### src/rtl/pc_redirect_ctrl.sv
// Program counter owner for the 5-stage pipeline: selects PC+4, branch or jump target,
// holds on load-use stalls, drives wrong-path flush strobes and keeps saturating statistics.
module pc_redirect_ctrl #(
  parameter logic [31:0] RESET_PC      = 32'h0000_0000,
  parameter int          SQUASH_CYCLES = 2,
  parameter int          CNT_W         = 16
) (
  input  logic             Clk,
  input  logic             Reset,
  input  logic             Stall,
  input  logic             BranchTaken,
  input  logic [31:0]      BranchTarget,
  input  logic             Jump,
  input  logic [31:0]      JumpTarget,
  output logic [31:0]      PC,
  output logic [31:0]      PCPlus4,
  output logic             FlushIF_ID,
  output logic             FlushID_EX,
  output logic             Squashing,
  output logic [CNT_W-1:0] BranchCount,
  output logic [CNT_W-1:0] StallCount,
  output logic             DebugState
);

  localparam int              SQ_W       = (SQUASH_CYCLES > 1) ? $clog2(SQUASH_CYCLES) : 1;
  localparam logic [SQ_W-1:0] SQ_LOAD    = SQ_W'(SQUASH_CYCLES - 1);
  localparam bit              USE_SQUASH = (SQUASH_CYCLES > 1);

  typedef enum logic {RUN = 1'b0, SQUASH = 1'b1} state_t;

  state_t          state, stateNext;
  logic [SQ_W-1:0] sqCnt, sqCntNext;
  logic [31:0]     pcNext;
  logic            takeBranch, takeJump, holdPc;

  assign PCPlus4    = PC + 32'd4;
  assign Squashing  = (state == SQUASH);
  assign DebugState = state;

  always_comb begin
    stateNext  = state;
    sqCntNext  = sqCnt;
    pcNext     = PCPlus4;
    takeBranch = 1'b0;
    takeJump   = 1'b0;
    holdPc     = 1'b0;
    FlushIF_ID = 1'b0;
    FlushID_EX = 1'b0;
    case (state)
      RUN: begin
        // The branch is older than the stalled instruction, so it goes through even under Stall.
        if (BranchTaken) begin
          takeBranch = 1'b1;
          pcNext     = BranchTarget;
          FlushIF_ID = 1'b1;
          FlushID_EX = 1'b1;
        end else if (Jump && !Stall) begin
          takeJump   = 1'b1;
          pcNext     = JumpTarget;
          FlushIF_ID = 1'b1;
        end else if (Stall) begin
          holdPc = 1'b1;
          pcNext = PC;
        end
        if ((takeBranch || takeJump) && USE_SQUASH) begin
          stateNext = SQUASH;
          sqCntNext = SQ_LOAD;
        end
      end
      SQUASH: begin
        if (Stall) begin
          holdPc = 1'b1;
          pcNext = PC;
        end
        // Leave once the guard count reaches zero; redirect requests here are wrong-path.
        if (sqCnt <= SQ_W'(1)) begin
          stateNext = RUN;
          sqCntNext = '0;
        end else begin
          sqCntNext = sqCnt - SQ_W'(1);
        end
      end
      default: begin
        stateNext = RUN;
        sqCntNext = '0;
      end
    endcase
    if (Reset) begin
      FlushIF_ID = 1'b0;
      FlushID_EX = 1'b0;
    end
  end

  always_ff @(posedge Clk) begin
    if (Reset) begin
      state       <= RUN;
      sqCnt       <= '0;
      PC          <= RESET_PC;
      BranchCount <= '0;
      StallCount  <= '0;
    end else begin
      state <= stateNext;
      sqCnt <= sqCntNext;
      PC    <= pcNext;
      if (takeBranch && (BranchCount != {CNT_W{1'b1}}))
        BranchCount <= BranchCount + 1'b1;
      if (holdPc && (StallCount != {CNT_W{1'b1}}))
        StallCount <= StallCount + 1'b1;
    end
  end

endmodule

### config.mk
export PLATFORM = sky130hd
export DESIGN_NAME = pc_redirect_ctrl
export DESIGN_NICKNAME = d
export VERILOG_FILES = /design/src/rtl/pc_redirect_ctrl.sv
export SDC_FILE = /design/constraint.sdc
export NUM_CORES = 1
export LEC_CHECK = 0
export CELL_PAD_IN_SITES_DETAIL_PLACEMENT = 0
export CELL_PAD_IN_SITES_GLOBAL_PLACEMENT = 1
export CORE_MARGIN = 2
export CORE_UTILIZATION = 28
export CTS_CLUSTER_SIZE = 40
export DETAILED_ROUTE_END_ITERATION = 12
export PLACE_DENSITY_LB_ADDON = 0.25
export SLEW_MARGIN = 15
export SYNTH_ARGS = -nofsm -noshare
export SYNTH_HDL_FRONTEND = slang
export SYNTH_SLANG_ARGS = --single-unit
### constraint.sdc
create_clock -name Clk -period 1.7 [get_ports Clk]
set_input_delay 0.255 -clock Clk [delete_from_list [all_inputs] [get_ports Clk]]
set_output_delay 0.255 -clock Clk [all_outputs]
set_load 0.02 [all_outputs]
---- Yosys cells after proc, flatten, opt, wreduce, memory -nomap -nowiden ----
Cells that the tools add are included.
Widths: inputs -> output; s select.
word-level totals
  bits of input ports ..................... 69
  word-level logic and storage cells ...... 44
  output and inout bits ................... 100
  register bits after elaboration ......... 66
operators by class
  order comparisons ....................... 1
  reduce and logical (&&, ||, !) cells .... 5
  add/subtract/negate cells ............... 4
  muxes and demuxes ....................... 25
  bitwise logic cells ..................... 1
  equal/unequal tests ..................... 3
operators by type and width
  cell                   number
  $mux 32                3
  $pmux 32 s2            1
  $add 16x1->16 const B  2
  $add 32x3->32 const B  1
  $ne 16x16->1 const B   2
  $mux 1                 18
  $pmux 1 s2             3
  $logic_and 1x1->1      3
  $ne 2x2->1 const B     1
  $le 1x1->1 const B     1
  $logic_not 1->1        1
  $logic_or 1x1->1       1
  $not 1->1              1
  $sub 1x1->1 const B    1

---- Longest topological paths before layout ----
  word-level depth ........................ 8
  depth in mapped cells ................... 7
  mapped depth without buffers ............ 6

---- Worst setup path before layout ----
Ideal clock, no wire load.
  path kind ............................... register -> output
  start point ............................. register PC[2]
  end point ............................... output port PCPlus4[28]
  required time ........................... 1.445 ns
  buffers on the path ..................... 0
  slack ................................... -0.595 ns
  arrival time ............................ 2.040 ns
  cell stages (with the launch flop) ...... 7
  cell sequence ........................... dfxtp_1 -> ha_1 -> nand4_1 -> nor4_2 -> and2_1 -> nand3_1 -> xnor2_1
between the ends
  cells in the longest elaborated chain, start to end .. 1
RTL lines
  element                 line  text
  start, declared         15    output logic [31:0] PC,
  start signal, assigned  104   PC <= pcNext;
  $add 32x3->32           36    assign PCPlus4 = PC + 32'd4;
  end, declared           16    output logic [31:0] PCPlus4,
Every way passes these cells.

---- Worst setup path after layout ----
  start point ............................. register PC[13]
  end point ............................... output port PCPlus4[21]
Same word-level chain as after synthesis.

==> results.toml <==
[status]
status = "finished, violations left"
violations = "setup timing"

[sta]
rsz0062_at_grt = "true"
hold_viol = 0
fin_skew_ps = 4.25
post-route-period-util = 1.28
setup_viol = 34
holdWs_ps = 228
worst_pin_slew_ps = 589
max-slew-margin-rel = 0.607
fin_ws_ps = -470
max_freq_ghz = 0.461
slew_viol_final = 0
period_needed_ps = 2170
tns_ps = -9150

[placement]
dp_hpwl_um = 12000
gp_congestion = 0.808
dp_slack_ps = -668
portBuffers = 168

[critical_path]
critPathCaptureType = "output pin"
criticalPathCategory = "flip-flop to output pin"
cp.required_ps = 1440
r2r_cells = 8
start_kind = "flip-flop"
reg2reg_slack_ps = -110
arrival_ps = 1910
reg2reg_from = "PC[13]$_SDFF_PP0_"
r2r_end = "PC[25]$_SDFF_PP0_"
path_max_fanout = 4

[yosys]
ys_seq_elements = 65
synth_cells = 514
synth.most_common_cell = "nor2_1"
seq_area_frac_synth = 0.321
synth_area_mm2 = 0.00406
synth.top_cells.by_count = "nor2_1 (70), dfxtp_1 (65), xnor2_1 (54)"
yosysTopAreaCellShare = 0.321
synth_ff_type = "dfxtp_1"
yosysWarnings = 0
ys_top_cells_by_area = "dfxtp_1 (32%), xnor2_1 (12%), nor2_1 (6.5%)"
syn_nets = 586
synth_edf_count = 0
syn_area_per_cell_um2 = 7.89
synth_cell_types = 46
synth.largest_area_cell = "dfxtp_1"
synthArstFlopShare = 0

[floorplan]
die_area_mm2 = 0.0155
initial_core_util = 0.289
die_x_um = 124
rows = 43
coreArea_mm2 = 0.0140
num_io_pins = 169
die_height_um = 124

[grt]
use_met3 = 0.0430
antenna_found_initial = 1
top_usage_layer = "met2"
grt_pass1_wl_um = 26600
grt_max_degree = 48
met2_usage = 0.373
grt.overflow.total = 0
gr-usage-met1 = 0.251
grtUsageTotal = 0.210
grt_pass1_vias = 5138

[clock_network]
cts_tree = "yes"
clockBufferDepth = 2
cts.reportedPaths.clkPinSlew_ps = 60
cts_root_buffer = "clkbuf_16"
clkLatencyLatePin_ps = 340
cts.sinks = 65
htreeDepth = 3
cts-buffers-inserted = 9

[min_path]
hp-start = "Reset"
hold_end = "StallCount[0]$_SDFFE_PP0P_"
whs_path_depth = 2
hp-class = "primary input to flip-flop"

[detailed_routing]
vias = 5066
drc = 0
wl_per_cell_um = 17.1
ant_nets = 0
routed_wl_um = 17000
dr.pass1.iters = 5
viasPerCell = 5.08
first_iter_violations = 259

[job]
cap_violations = 0

[finish]
nets = 883
area_growth_pct = 98.8
drive_above_1_share = 0.387

[power_and_ir_drop]
leakage_nw = 3.64
powerDensity_mw_per_mm2 = 629
irDropWorstVdd_uv = 375
-- logic make-up (layout without fill, tap and decap cells) --
| group | after synthesis | in the layout | synth area share |
|---|---|---|---|
| simple gates | 240 | 240 | 0.309 |
| compound gates | 82 | 82 | 0.139 |
| xor+xnor | 75 | 75 | 0.162 |
| flops | 65 | 65 | 0.321 |
| buf+inv | 43 | 345 | 0.0450 |
| mux | 6 | 6 | 0.0148 |
| fa+ha+maj | 3 | 3 | 0.00925 |
| other cells | 0 | 1 | 0 |
-- worst max-delay path by stage --
stage	startpoint	endpoint	cells past startpoint
final	PC[13]$_SDFF_PP0_	PCPlus4[21]	7
after global placement	PC[3]$_SDFF_PP0_	PCPlus4[28]	7
after detailed placement	PC[3]$_SDFF_PP0_	PCPlus4[28]	7
after CTS	PC[13]$_SDFF_PP0_	PCPlus4[25]	6
after floorplan	PC[2]$_SDFF_PP0_	PCPlus4[30]	6
after global routing	PC[13]$_SDFF_PP0_	PCPlus4[25]	6
-- routing by layer --
layer  vias up  wire (um)
met2       141       8700
li1       2458          -
met1      2443       7160
met5         -          0
met4         0        384
met3        24        785
-- per-stage QoR --
| stage | power (mW) | instance area, um^2 | instances | util |
|---|---|---|---|---|
| finish | 5.07 | 8070 | 997 | 0.575 |
| global placement | 2.99 | 7000 | 944 | 0.498 |
| floorplan | 2.32 | 4410 | 514 | - |
| CTS | 5.03 | 7610 | 977 | 0.542 |
| detailed placement | 3.01 | 7000 | 944 | 0.498 |
| global route | 5.27 | 8070 | 996 | 0.574 |
-- where the power goes --
part,internal [mW],switching [mW]
sequential,1.60,0.0784
combinational,0.705,0.671
clock,1.32,0.693
-- worst max-delay path, stage by stage, from the launching register on --
cell,delay (ps)
dfxtp_2,350
nand4_4,170
nor4_4,390
buf_4,170
buf_6,120
nand2_4,50
xnor2_2,140
buf_4,170
-- sequential cells by signal, indices dropped and copies added (netlist names) --
signal and count:
PC 32, BranchCount 16, StallCount 16, DebugState 1
-- cells in the final DEF (no fill, tap or decap), types with 6 or more instances in the layout --
cell type / Yosys / layout
a21oi_1: 16 / 15
a22oi_1: 20 / 20
and3_1: 12 / 8
and4_1: 6 / 6
buf_4: 3 / 148
buf_6: 0 / 31
clkbuf_16: 0 / 9
clkdlybuf4s50_1: 0 / 92
dfxtp_1: 65 / 43
dfxtp_2: 0 / 11
dfxtp_4: 0 / 11
dlygate4sd2_1: 0 / 29
dlymetal6s2s_1: 0 / 16
inv_1: 7 / 6
mux2i_1: 6 / 6
nand2_1: 32 / 23
nand2_4: 0 / 6
nand3_1: 31 / 19
nand3_4: 0 / 7
nand4_1: 27 / 27
nor2_1: 70 / 62
nor3_1: 19 / 9
nor3_2: 1 / 8
o22ai_1: 16 / 15
or3_1: 8 / 7
xnor2_1: 54 / 31
xnor2_2: 0 / 21
xor2_1: 21 / 18
-- what timing repair did --
item | in CTS | in global routing
hold buffers | 0 | 0
resized for setup | 238 | 81
pin swaps | 52 | 39
setup endpoints to repair | 87 | 80
setup buffers | 19 | 25
-- cell type report --
type,count,area [um^2]
diodes,1,2.50
clock buffers,13,250
clock inverters,3,65.1
fillers,1242,5970
inverters,7,26.3
multi-input cells,406,3240
flip-flops and latches,65,1360
well taps,180,225
repair buffers,322,2900
Power figures use the tool's default switching activity.
